**config.mk**
```make
export PLATFORM = sky130hd
export DESIGN_NAME = rob_queue
export DESIGN_NICKNAME = d
export VERILOG_FILES = /design/src/rtl/rob_pkg.sv /design/src/rtl/rob_commit_select.sv /design/src/rtl/rob_queue.sv
export SDC_FILE = /design/constraint.sdc
export NUM_CORES = 2
export LEC_CHECK = 0
export BUFFER_PORTS_ARGS = -buffer_cell sky130_fd_sc_hd__buf_4
export CELL_PAD_IN_SITES_DETAIL_PLACEMENT = 0
export CELL_PAD_IN_SITES_GLOBAL_PLACEMENT = 1
export CORE_ASPECT_RATIO = 1.25
export CORE_MARGIN = 2
export CORE_UTILIZATION = 50
export CTS_CLUSTER_DIAMETER = 80
export DETAILED_ROUTE_END_ITERATION = 7
export PLACE_DENSITY_LB_ADDON = 0.1
export SETUP_SLACK_MARGIN = 0.15
export SLEW_MARGIN = 25
export SYNTH_ARGS = -nofsm -noshare
export SYNTH_HDL_FRONTEND = slang
export SYNTH_SLANG_ARGS = --single-unit
```
**constraint.sdc**
```tcl
create_clock -name clk -period 12.6 [get_ports clk]
set_input_delay 1.89 -clock clk [delete_from_list [all_inputs] [get_ports clk]]
set_output_delay 1.89 -clock clk [all_outputs]
set_load 0.005 [all_outputs]
```
**src/rtl/rob_pkg.sv**
```systemverilog
// Shared widths, exception codes and entry types for the reorder buffer.
package rob_pkg;

    localparam int unsigned ROB_DEPTH_DEFAULT = 16;
    localparam int unsigned REG_ADDR_W        = 5;
    localparam int unsigned DATA_W            = 32;
    localparam int unsigned PC_W              = 32;
    localparam int unsigned EXC_TYPE_W        = 4;

    typedef logic [EXC_TYPE_W-1:0] exc_type_t;

    localparam exc_type_t EXC_TYPE_NULL = 4'h0;
    localparam exc_type_t EXC_TYPE_IF   = 4'h1;

    typedef struct packed {
        logic                  valid;
        logic                  done;
        logic                  reg_write_en;
        logic [REG_ADDR_W-1:0] reg_addr;
        logic [DATA_W-1:0]     data;
        exc_type_t             exc_type;
        logic                  is_delayslot;
        logic [PC_W-1:0]       pc;
    } rob_entry_t;

    // Reduced entry view consumed by the commit selector.
    typedef struct packed {
        logic                  valid;
        logic                  done;
        logic                  reg_write_en;
        logic [REG_ADDR_W-1:0] reg_addr;
        exc_type_t             exc_type;
        logic [1:0]            pc_lo;
    } rob_view_t;

    function automatic logic exc_or_misaligned(exc_type_t t, logic [1:0] pc_lo);
        return (t != EXC_TYPE_NULL) || (pc_lo != 2'b00);
    endfunction

endpackage

```
**src/rtl/rob_commit_select.sv**
```systemverilog
// Combinational commit-slot enables, head exception detect and same-cycle WAW masking.
module rob_commit_select
    import rob_pkg::*;
#(
    parameter int unsigned COMMIT_WIDTH = 2
) (
    input  logic                    flush_i,
    input  rob_view_t               slot_i [COMMIT_WIDTH],
    output logic [COMMIT_WIDTH-1:0] commit_en_c,
    output logic [COMMIT_WIDTH-1:0] commit_we_c,
    output logic                    exc_valid_c,
    output exc_type_t               exc_type_c
);

    logic [COMMIT_WIDTH-1:0] we_raw;

    always_comb begin
        commit_en_c = '0;
        commit_we_c = '0;
        we_raw      = '0;
        exc_type_c  = EXC_TYPE_NULL;

        exc_valid_c = slot_i[0].valid && slot_i[0].done &&
                      exc_or_misaligned(slot_i[0].exc_type, slot_i[0].pc_lo);
        if (exc_valid_c) begin
            exc_type_c = (slot_i[0].pc_lo != 2'b00) ? EXC_TYPE_IF : slot_i[0].exc_type;
        end

        commit_en_c[0] = slot_i[0].valid && slot_i[0].done && !exc_valid_c && !flush_i;
        // Younger slots retire only behind a committing elder and never carry an exception.
        for (int i = 1; i < COMMIT_WIDTH; i++) begin
            commit_en_c[i] = commit_en_c[i-1] && slot_i[i].valid && slot_i[i].done &&
                             !exc_or_misaligned(slot_i[i].exc_type, slot_i[i].pc_lo);
        end

        for (int i = 0; i < COMMIT_WIDTH; i++) begin
            we_raw[i] = commit_en_c[i] && slot_i[i].reg_write_en;
        end
        commit_we_c = we_raw;
        for (int i = 0; i < COMMIT_WIDTH; i++) begin
            for (int j = i + 1; j < COMMIT_WIDTH; j++) begin
                if (we_raw[i] && we_raw[j] && (slot_i[i].reg_addr == slot_i[j].reg_addr)) begin
                    commit_we_c[i] = 1'b0;
                end
            end
        end
    end

endmodule

```
**src/rtl/rob_queue.sv**
```systemverilog
// Circular reorder buffer: in-order allocate, out-of-order write-back, in-order commit.
// Define ROB_BYPASS_EN to add operand lookup/forwarding ports for the II stage.
module rob_queue
    import rob_pkg::*;
#(
    parameter  int unsigned DEPTH        = ROB_DEPTH_DEFAULT,
    parameter  int unsigned CDB_NUM      = 2,
    parameter  int unsigned COMMIT_WIDTH = 2,
    localparam int unsigned ADDR_W       = $clog2(DEPTH)
) (
    input  logic                               clk,
    input  logic                               rst,
    input  logic                               flush,
    input  logic                               disp_valid,
    output logic                               disp_ready,
    input  logic                               disp_reg_write_en,
    input  logic [REG_ADDR_W-1:0]              disp_reg_addr,
    input  logic [EXC_TYPE_W-1:0]              disp_exc_type,
    input  logic                               disp_is_delayslot,
    input  logic [PC_W-1:0]                    disp_pc,
    output logic [ADDR_W-1:0]                  disp_id,
    input  logic [CDB_NUM-1:0]                 wb_valid,
    input  logic [CDB_NUM*ADDR_W-1:0]          wb_id,
    input  logic [CDB_NUM*DATA_W-1:0]          wb_data,
    input  logic [CDB_NUM*EXC_TYPE_W-1:0]      wb_exc_type,
`ifdef ROB_BYPASS_EN
    input  logic [2*ADDR_W-1:0]                rd_id,
    output logic [1:0]                         rd_ready,
    output logic [2*DATA_W-1:0]                rd_data,
`endif
    output logic [COMMIT_WIDTH-1:0]            commit_en,
    output logic [COMMIT_WIDTH-1:0]            commit_reg_write_en,
    output logic [COMMIT_WIDTH*REG_ADDR_W-1:0] commit_reg_addr,
    output logic [COMMIT_WIDTH*DATA_W-1:0]     commit_reg_data,
    output logic [COMMIT_WIDTH*ADDR_W-1:0]     commit_id,
    output logic                               exc_valid,
    output logic [EXC_TYPE_W-1:0]              exc_type,
    output logic                               exc_is_delayslot,
    output logic [PC_W-1:0]                    exc_pc,
    output logic [ADDR_W:0]                    count,
    output logic                               empty
);

    rob_entry_t              ent_q [DEPTH];
    rob_entry_t              ent_d [DEPTH];
    logic [ADDR_W-1:0]       head_q, head_d, tail_q, tail_d;
    logic [ADDR_W:0]         count_q, count_d;
    rob_view_t               slot_view [COMMIT_WIDTH];
    logic [COMMIT_WIDTH-1:0] cen_c, cwe_c;
    logic                    exc_valid_c;
    exc_type_t               exc_type_c;
    logic                    accept_c;
    logic [ADDR_W:0]         n_commit_c;
    logic [ADDR_W-1:0]       wb_idx;

    assign disp_ready = count_q < (ADDR_W+1)'(DEPTH);
    assign disp_id    = tail_q;
    assign count      = count_q;
    assign empty      = (count_q == '0);
    assign accept_c   = disp_valid && disp_ready && !flush && !exc_valid_c;

    always_comb begin
        for (int i = 0; i < COMMIT_WIDTH; i++) begin
            slot_view[i].valid        = ent_q[head_q + ADDR_W'(i)].valid;
            slot_view[i].done         = ent_q[head_q + ADDR_W'(i)].done;
            slot_view[i].reg_write_en = ent_q[head_q + ADDR_W'(i)].reg_write_en;
            slot_view[i].reg_addr     = ent_q[head_q + ADDR_W'(i)].reg_addr;
            slot_view[i].exc_type     = ent_q[head_q + ADDR_W'(i)].exc_type;
            slot_view[i].pc_lo        = ent_q[head_q + ADDR_W'(i)].pc[1:0];
        end
    end

    rob_commit_select #(.COMMIT_WIDTH(COMMIT_WIDTH)) u_commit_select (
        .flush_i     (flush),
        .slot_i      (slot_view),
        .commit_en_c (cen_c),
        .commit_we_c (cwe_c),
        .exc_valid_c (exc_valid_c),
        .exc_type_c  (exc_type_c)
    );

    // Commit and exception outputs are zero unless the slot is actually retiring/excepting.
    always_comb begin
        commit_en           = cen_c;
        commit_reg_write_en = cwe_c;
        commit_reg_addr     = '0;
        commit_reg_data     = '0;
        commit_id           = '0;
        n_commit_c          = '0;
        for (int i = 0; i < COMMIT_WIDTH; i++) begin
            if (cen_c[i]) begin
                commit_reg_addr[i*REG_ADDR_W +: REG_ADDR_W] = ent_q[head_q + ADDR_W'(i)].reg_addr;
                commit_reg_data[i*DATA_W +: DATA_W]         = ent_q[head_q + ADDR_W'(i)].data;
                commit_id[i*ADDR_W +: ADDR_W]               = head_q + ADDR_W'(i);
                n_commit_c                                  = n_commit_c + (ADDR_W+1)'(1);
            end
        end
        exc_valid        = exc_valid_c;
        exc_type         = exc_type_c;
        exc_is_delayslot = exc_valid_c && ent_q[head_q].is_delayslot;
        exc_pc           = exc_valid_c ? ent_q[head_q].pc : '0;
    end

    always_comb begin
        ent_d   = ent_q;
        head_d  = head_q;
        tail_d  = tail_q;
        count_d = count_q;
        wb_idx  = '0;
        if (flush || exc_valid_c) begin
            for (int i = 0; i < DEPTH; i++) begin
                ent_d[i].valid = 1'b0;
                ent_d[i].done  = 1'b0;
            end
            head_d  = '0;
            tail_d  = '0;
            count_d = '0;
        end else begin
            for (int i = 0; i < COMMIT_WIDTH; i++) begin
                if (cen_c[i]) begin
                    ent_d[head_q + ADDR_W'(i)].valid = 1'b0;
                    ent_d[head_q + ADDR_W'(i)].done  = 1'b0;
                end
            end
            // Ascending scan: an entry claimed by a lower channel is done in ent_d and blocks the rest.
            for (int k = 0; k < CDB_NUM; k++) begin
                wb_idx = wb_id[k*ADDR_W +: ADDR_W];
                if (wb_valid[k] && ent_q[wb_idx].valid && !ent_q[wb_idx].done && !ent_d[wb_idx].done) begin
                    ent_d[wb_idx].done = 1'b1;
                    ent_d[wb_idx].data = wb_data[k*DATA_W +: DATA_W];
                    if (wb_exc_type[k*EXC_TYPE_W +: EXC_TYPE_W] != EXC_TYPE_NULL) begin
                        ent_d[wb_idx].exc_type = wb_exc_type[k*EXC_TYPE_W +: EXC_TYPE_W];
                    end
                end
            end
            if (accept_c) begin
                ent_d[tail_q].valid        = 1'b1;
                ent_d[tail_q].done         = (disp_exc_type != EXC_TYPE_NULL);
                ent_d[tail_q].reg_write_en = disp_reg_write_en;
                ent_d[tail_q].reg_addr     = disp_reg_addr;
                ent_d[tail_q].data         = '0;
                ent_d[tail_q].exc_type     = disp_exc_type;
                ent_d[tail_q].is_delayslot = disp_is_delayslot;
                ent_d[tail_q].pc           = disp_pc;
                tail_d                     = tail_q + ADDR_W'(1);
            end
            head_d  = head_q + ADDR_W'(n_commit_c);
            count_d = count_q + (ADDR_W+1)'(accept_c) - n_commit_c;
        end
    end

    always_ff @(posedge clk) begin
        if (!rst) begin
            for (int i = 0; i < DEPTH; i++) begin
                ent_q[i] <= '0;
            end
            head_q  <= '0;
            tail_q  <= '0;
            count_q <= '0;
        end else begin
            ent_q   <= ent_d;
            head_q  <= head_d;
            tail_q  <= tail_d;
            count_q <= count_d;
        end
    end

`ifdef ROB_BYPASS_EN
    // Operand lookup: stored result if done, else a same-cycle write-back hit (lowest channel wins).
    always_comb begin
        rd_ready = '0;
        rd_data  = '0;
        for (int r = 0; r < 2; r++) begin
            if (ent_q[rd_id[r*ADDR_W +: ADDR_W]].valid && ent_q[rd_id[r*ADDR_W +: ADDR_W]].done) begin
                rd_ready[r]                = 1'b1;
                rd_data[r*DATA_W +: DATA_W] = ent_q[rd_id[r*ADDR_W +: ADDR_W]].data;
            end else if (ent_q[rd_id[r*ADDR_W +: ADDR_W]].valid) begin
                for (int k = int'(CDB_NUM) - 1; k >= 0; k--) begin
                    if (wb_valid[k] && (wb_id[k*ADDR_W +: ADDR_W] == rd_id[r*ADDR_W +: ADDR_W])) begin
                        rd_ready[r]                = 1'b1;
                        rd_data[r*DATA_W +: DATA_W] = wb_data[k*DATA_W +: DATA_W];
                    end
                end
            end
        end
    end
`endif

endmodule

```
### Yosys cells after proc, flatten, opt, wreduce, memory -nomap -nowiden

Index checks and enable logic that the tools add are counted.
W data, S select, Z words.

| word-level totals | value |
|---|---|
| bits in registers | 1245 |
| input port bits | 129 |
| logic and storage cells | 295 |

| cells by class | value |
|---|---|
| $add $sub $neg | 6 |
| $lt $le $gt $ge | 11 |
| equality and inequality tests | 1 |
| muxes and demuxes | 95 |
| bitwise gates (word level) | 6 |
| reductions and logical operators | 45 |

Operators by type and width:

| cell | count |
|---|---|
| $bwmux W1232 | 18 |
| $mux W1232 | 11 |
| $demux W77 S4 | 18 |
| $bmux W77 S4 | 6 |
| $mux W77 | 11 |
| $mux W76 | 9 |
| $mux W69 | 3 |
| $mux W32 | 4 |
| $mux W37 | 3 |
| $mux W75 | 1 |
| $mux W74 | 1 |
| $mux W33 | 1 |
| $logic_and A1 B1 Y1 | 26 |
| $ge A5 B5 Y1 const B | 5 |
| $lt A5 B1 Y1 const B | 5 |
| $not A4 Y5 | 5 |
| $reduce_bool A4 Y1 | 5 |
| $mux W4 | 4 |
| $mux W5 | 3 |
| $add A4 B1 Y4 const B | 2 |
| $logic_not A1 Y1 | 7 |
| $add A5 B1 Y5 | 1 |
| $add A5 B1 Y5 const B | 1 |
| $eq A5 B5 Y1 | 1 |
| 9 further kinds | 13 |

### Depth between registers and ports, before layout

| logic depth | value |
|---|---|
| word-level depth | 39 |
| gate-level depth with buffers | 30 |
| depth with buffers taken out | 20 |

### Modules after synthesis

A second synthesis with hierarchy kept.

| unflattened totals | value |
|---|---|
| cell total of the unflattened synthesis | 7775 |
| area, all modules | 72296.8 um^2 |

Modules (own cells, without submodules):

| module | instances | cells an instance | area each (um^2) |
|---|---|---|---|
| rob_queue | 1 | 7749 | 72129.2 |
| rob_commit_select | 1 | 26 | 167.7 |

### Least setup slack after synthesis

OpenSTA, ideal clock, no wires.

| path | value |
|---|---|
| kind | reg2out |
| start | register head_q[1] |
| end | output port commit_reg_data[42] |
| arrival | 5.089 ns |
| slack | 5.621 ns |
| cell stages (with the launch flop) | 19 |
| buffers on the path | 12 |
| cells stage by stage | dfxtp_1 -> buf_6 -> buf_6 -> buf_6 -> buf_6 -> buf_2 -> clkbuf_1 -> buf_1 -> clkbuf_1 -> inv_1 -> ha_1 -> clkbuf_1 -> buf_1 -> buf_1 -> clkbuf_1 -> mux4_2 -> nand2_1 -> nand3_1 -> and3_1 |

| between the ends | value |
|---|---|
| cells in the longest elaborated chain, start to end | 14 |
| elaborated cells between the ends (all ways) | 25 |

Ends and longest elaborated chain:

| element | line | text |
|---|---|---|
| start: declaration | rob_queue.sv:46 | `logic [ADDR_W-1:0] head_q, head_d, tail_q, tail_d;` |
| start signal: assignment | rob_queue.sv:157 | `head_q <= '0;` |
| start signal: assignment | rob_queue.sv:162 | `head_q <= head_d;` |
| branches (longest 13 deep; another with $add A4 B1 Y4) | - |  |
| $mux W32 * | rob_queue.sv:91 | `if (cen_c[i]) begin` |
| end: declaration | rob_queue.sv:34 | `output logic [COMMIT_WIDTH*DATA_W-1:0] commit_reg_data,` |

Mark *: on every way between the ends. The select of a mux whose other input is x is not followed.

### Worst setup path after layout

| path | value |
|---|---|
| start | register head_q[0] |
| end | output port commit_reg_data[57] |

Same word-level chain as after synthesis.

==> results.toml <==
[clock_tree]
worstSkewPairLatency_ps = 810
max-clock-path-buffers = 3
cts_buffer_count = 142
count_of_hold_buffers_inserted_by_post_cts_repair = 0
number_of_clock_sinks = 1245
ctsResizeCount = 0
cts_tree = "built"
clk_transition_reported_paths_ps = 70
clock_tree.root_cell = "sky130_fd_sc_hd__clkbuf_16"
h-tree-depth = 4
cts_post_setup_buffers_inserted = 0

[power]
internal_power_mw = 6.67
power.combinational.fraction_pct = 4.9
power_switching_mw = 2.14
power.density_nw_per_um2 = 110
reg_power_share_pct = 45.1
leakagePower_nw = 29.6
clock_power_share_pct = 50.1
ir_worst_vdd_mv = 0.143
totalPowerFinal_mw = 8.81
switching_share_of_power_pct = 24.3

[sta]
final.period_utilization_pct = 71.4
timing_hold_violations_final = 0
fin_ws_ps = 3600
slew_viol_final = 0
post-route-min-period_ps = 9000
timing.fmax_mhz = 111
worst-slew-pin-transition_ps = 1200
timing.final.setup_violations = 0
unrepaired_setup_endpoints_after_global_routing = "no"
final.setup.tns_ps = 0
max-slew-margin-rel_pct = 19.9
fin_worst_hold_slack_ps = 449
clock-skew-final_ps = 22.5

[die]
initial_core_util_pct = 50.2
vertical_extent_of_the_die_um = 429
fp-row-count = 156
die_width_um = 344
pin_count = 264
die_area_um2 = 148000
core_area_um2 = 144000

[grt]
global_route_wire_length_before_repair_mm = 430
grt_overflow_total = 0
grt_antenna_before_repair = 52
global_route.usage.total_pct = 39.6
maximum_number_of_pins_on_one_net_before_global_route_repair = 188
grt_pass1_vias = 60800

[hold_path]
worstHoldPathType = "reg -> reg"

[setup_path]
worstPathRequired_ps = 10710
timing.setup.critical_path_class = "reg -> out"
worst_ep_arrival_time_ps = 7110
critical_path_peak_fanout = 136
crit_path_launch_type = "flop"
worstSetupEndpointType = "output pin"

[routing]
drc_errors = 0
routed_via_density = 6.60
routed_wirelength_mm = 298
via_count = 63300
antenna_violating_nets_remaining = 0
drtPass1Iterations = 6
number_of_drc_markers_after_the_initial_detailed_route_iteration = 7111
wire_per_inst_um = 31.1

[placement]
detailed_placement_wirelength_estimate_mm = 171
dp_slack_ps = 4530
gp_routability_congestion = 0.987
port_buffers = 263

[yosys]
synth.ff_latch_count = 1245
syn_area_um2 = 72300
netlist-cell-type-count = 86
postSynthAreaPerCell_um2 = 9.22
synthFlopType = "sky130_fd_sc_hd__dfxtp_1"
synth_enable_flop_cells = 0
synth_cells = 7844
synthArstFlopShare_pct = 0
synth.net_count = 7996
seq_area_frac_synth_pct = 34.5
synth-warning-count = 0

[cells_and_area]
fraction_of_the_core_area_covered_by_cells_at_the_end_of_the_flow_pct = 55.4
final_nets = 7688
final_layout_size_suffix_gt1_share_pct = 20.2
commonest_non_fill_non_tap_cell_in_the_layout = "sky130_fd_sc_hd__nand2_1"
synthToLayoutAreaGrowth_pct = 10.4
mostFrequentLayoutCells = "sky130_fd_sc_hd__nand2_1 (1,891), sky130_fd_sc_hd__dfxtp_1 (1,242), sky130_fd_sc_hd__mux2i_1 (623)"

[flow_run]
cap_viol_max_count = 0

[run_status]
outcome = "complete, no violations"
[cell families (layout without fill, tap and decap cells)]
group           count (synthesis)  in the layout  share of synthesized area, %
simple gates                 2647           2647                          15.5
other cells                     0             43                             0
compound gates               1603           1603                          14.8
xor+xnor                       19             19                         0.251
buf+inv                       863            667                          4.75
flops                        1245           1245                          34.5
fa+ha+maj                      23             23                         0.419
mux                          1444           1444                          29.8
[final timing paths]
kind	slack (ps)	depth (start not counted)	endpoint	startpoint
worst max-delay path	3600	11	commit_reg_data[57]	head_q[0]
worst min-delay path	450	2	ent_q[1028]	ent_q[1028]
worst min register to register	450	2	ent_q[1028]	ent_q[1028]
worst max register to register	4730	21	count[4]	head_q[0]
[critical path, stage by stage (launching register included)]
cell and delay, ps:
sky130_fd_sc_hd__dfxtp_4 870, sky130_fd_sc_hd__buf_12 750, sky130_fd_sc_hd__mux4_2 600, sky130_fd_sc_hd__a22oi_1 240, sky130_fd_sc_hd__nand2_1 130, sky130_fd_sc_hd__nor3_2 360, sky130_fd_sc_hd__nand3_2 460, sky130_fd_sc_hd__inv_2 960
sky130_fd_sc_hd__o31ai_2 370, sky130_fd_sc_hd__inv_2 890, sky130_fd_sc_hd__and3_1 410, sky130_fd_sc_hd__buf_4 150
[area by class of cell]
class,instances,area [µm²]
repair buffers,380,2960
diodes,43,108
fillers,12900,64200
multi-input cells,5736,44500
inverters,31,121
flip-flops and latches,1245,24900
well taps,1896,2370
clock inverters,48,622
clock buffers,208,4240
[cells in the mapped netlist (all sizes together) (54+ instances only)]
master  number  area share, %
nand3      104           0.73
dfxtp     1245             34
o21ai      446            3.1
and2        89           0.77
buf        197            1.3
clkbuf     635            3.3
nand2     1918             10
mux4       539             17
nor2       234            1.2
a21oi      244            1.7
a22o       162            2.0
and3        54           0.47
nor2b      106           0.92
mux2       282            4.4
mux2i      623            8.6
a21boi     546            5.7
[state kept, by name, summed over array words and instances, names as in the netlist]
signal / count
count: 5
disp_id: 4
ent_q: 1232
head_q: 4
[routing by layer]
metal	up-vias	share of wire, %	track usage, %
met1	31200	37	47.6
met3	1051	9.4	9.06
met5	-	0.065	0
met4	30	8.2	29.8
met2	3599	46	61.7
li1	27400	-	-
[through the flow]
step | instance area [µm²] | std cells
CTS | 79700 | 9544
detailed placement | 74900 | 9288
floorplan | 72300 | 7844
global placement | 74800 | 9286
global route | 79800 | 9574
finish | 79900 | 9587
[power groups by stage]
stage / registers, mW / logic, mW / clock network, mW
2_1_floorplan: 4.05 / 0.239 / 0
3_3_place_gp: 4.05 / 0.414 / 0
3_5_place_dp: 4.05 / 0.417 / 0
4_1_cts: 3.97 / 0.417 / 4.44
5_1_grt: 3.97 / 0.442 / 4.59
6_report: 3.97 / 0.430 / 4.41
(Power assumes the default switching activity.)
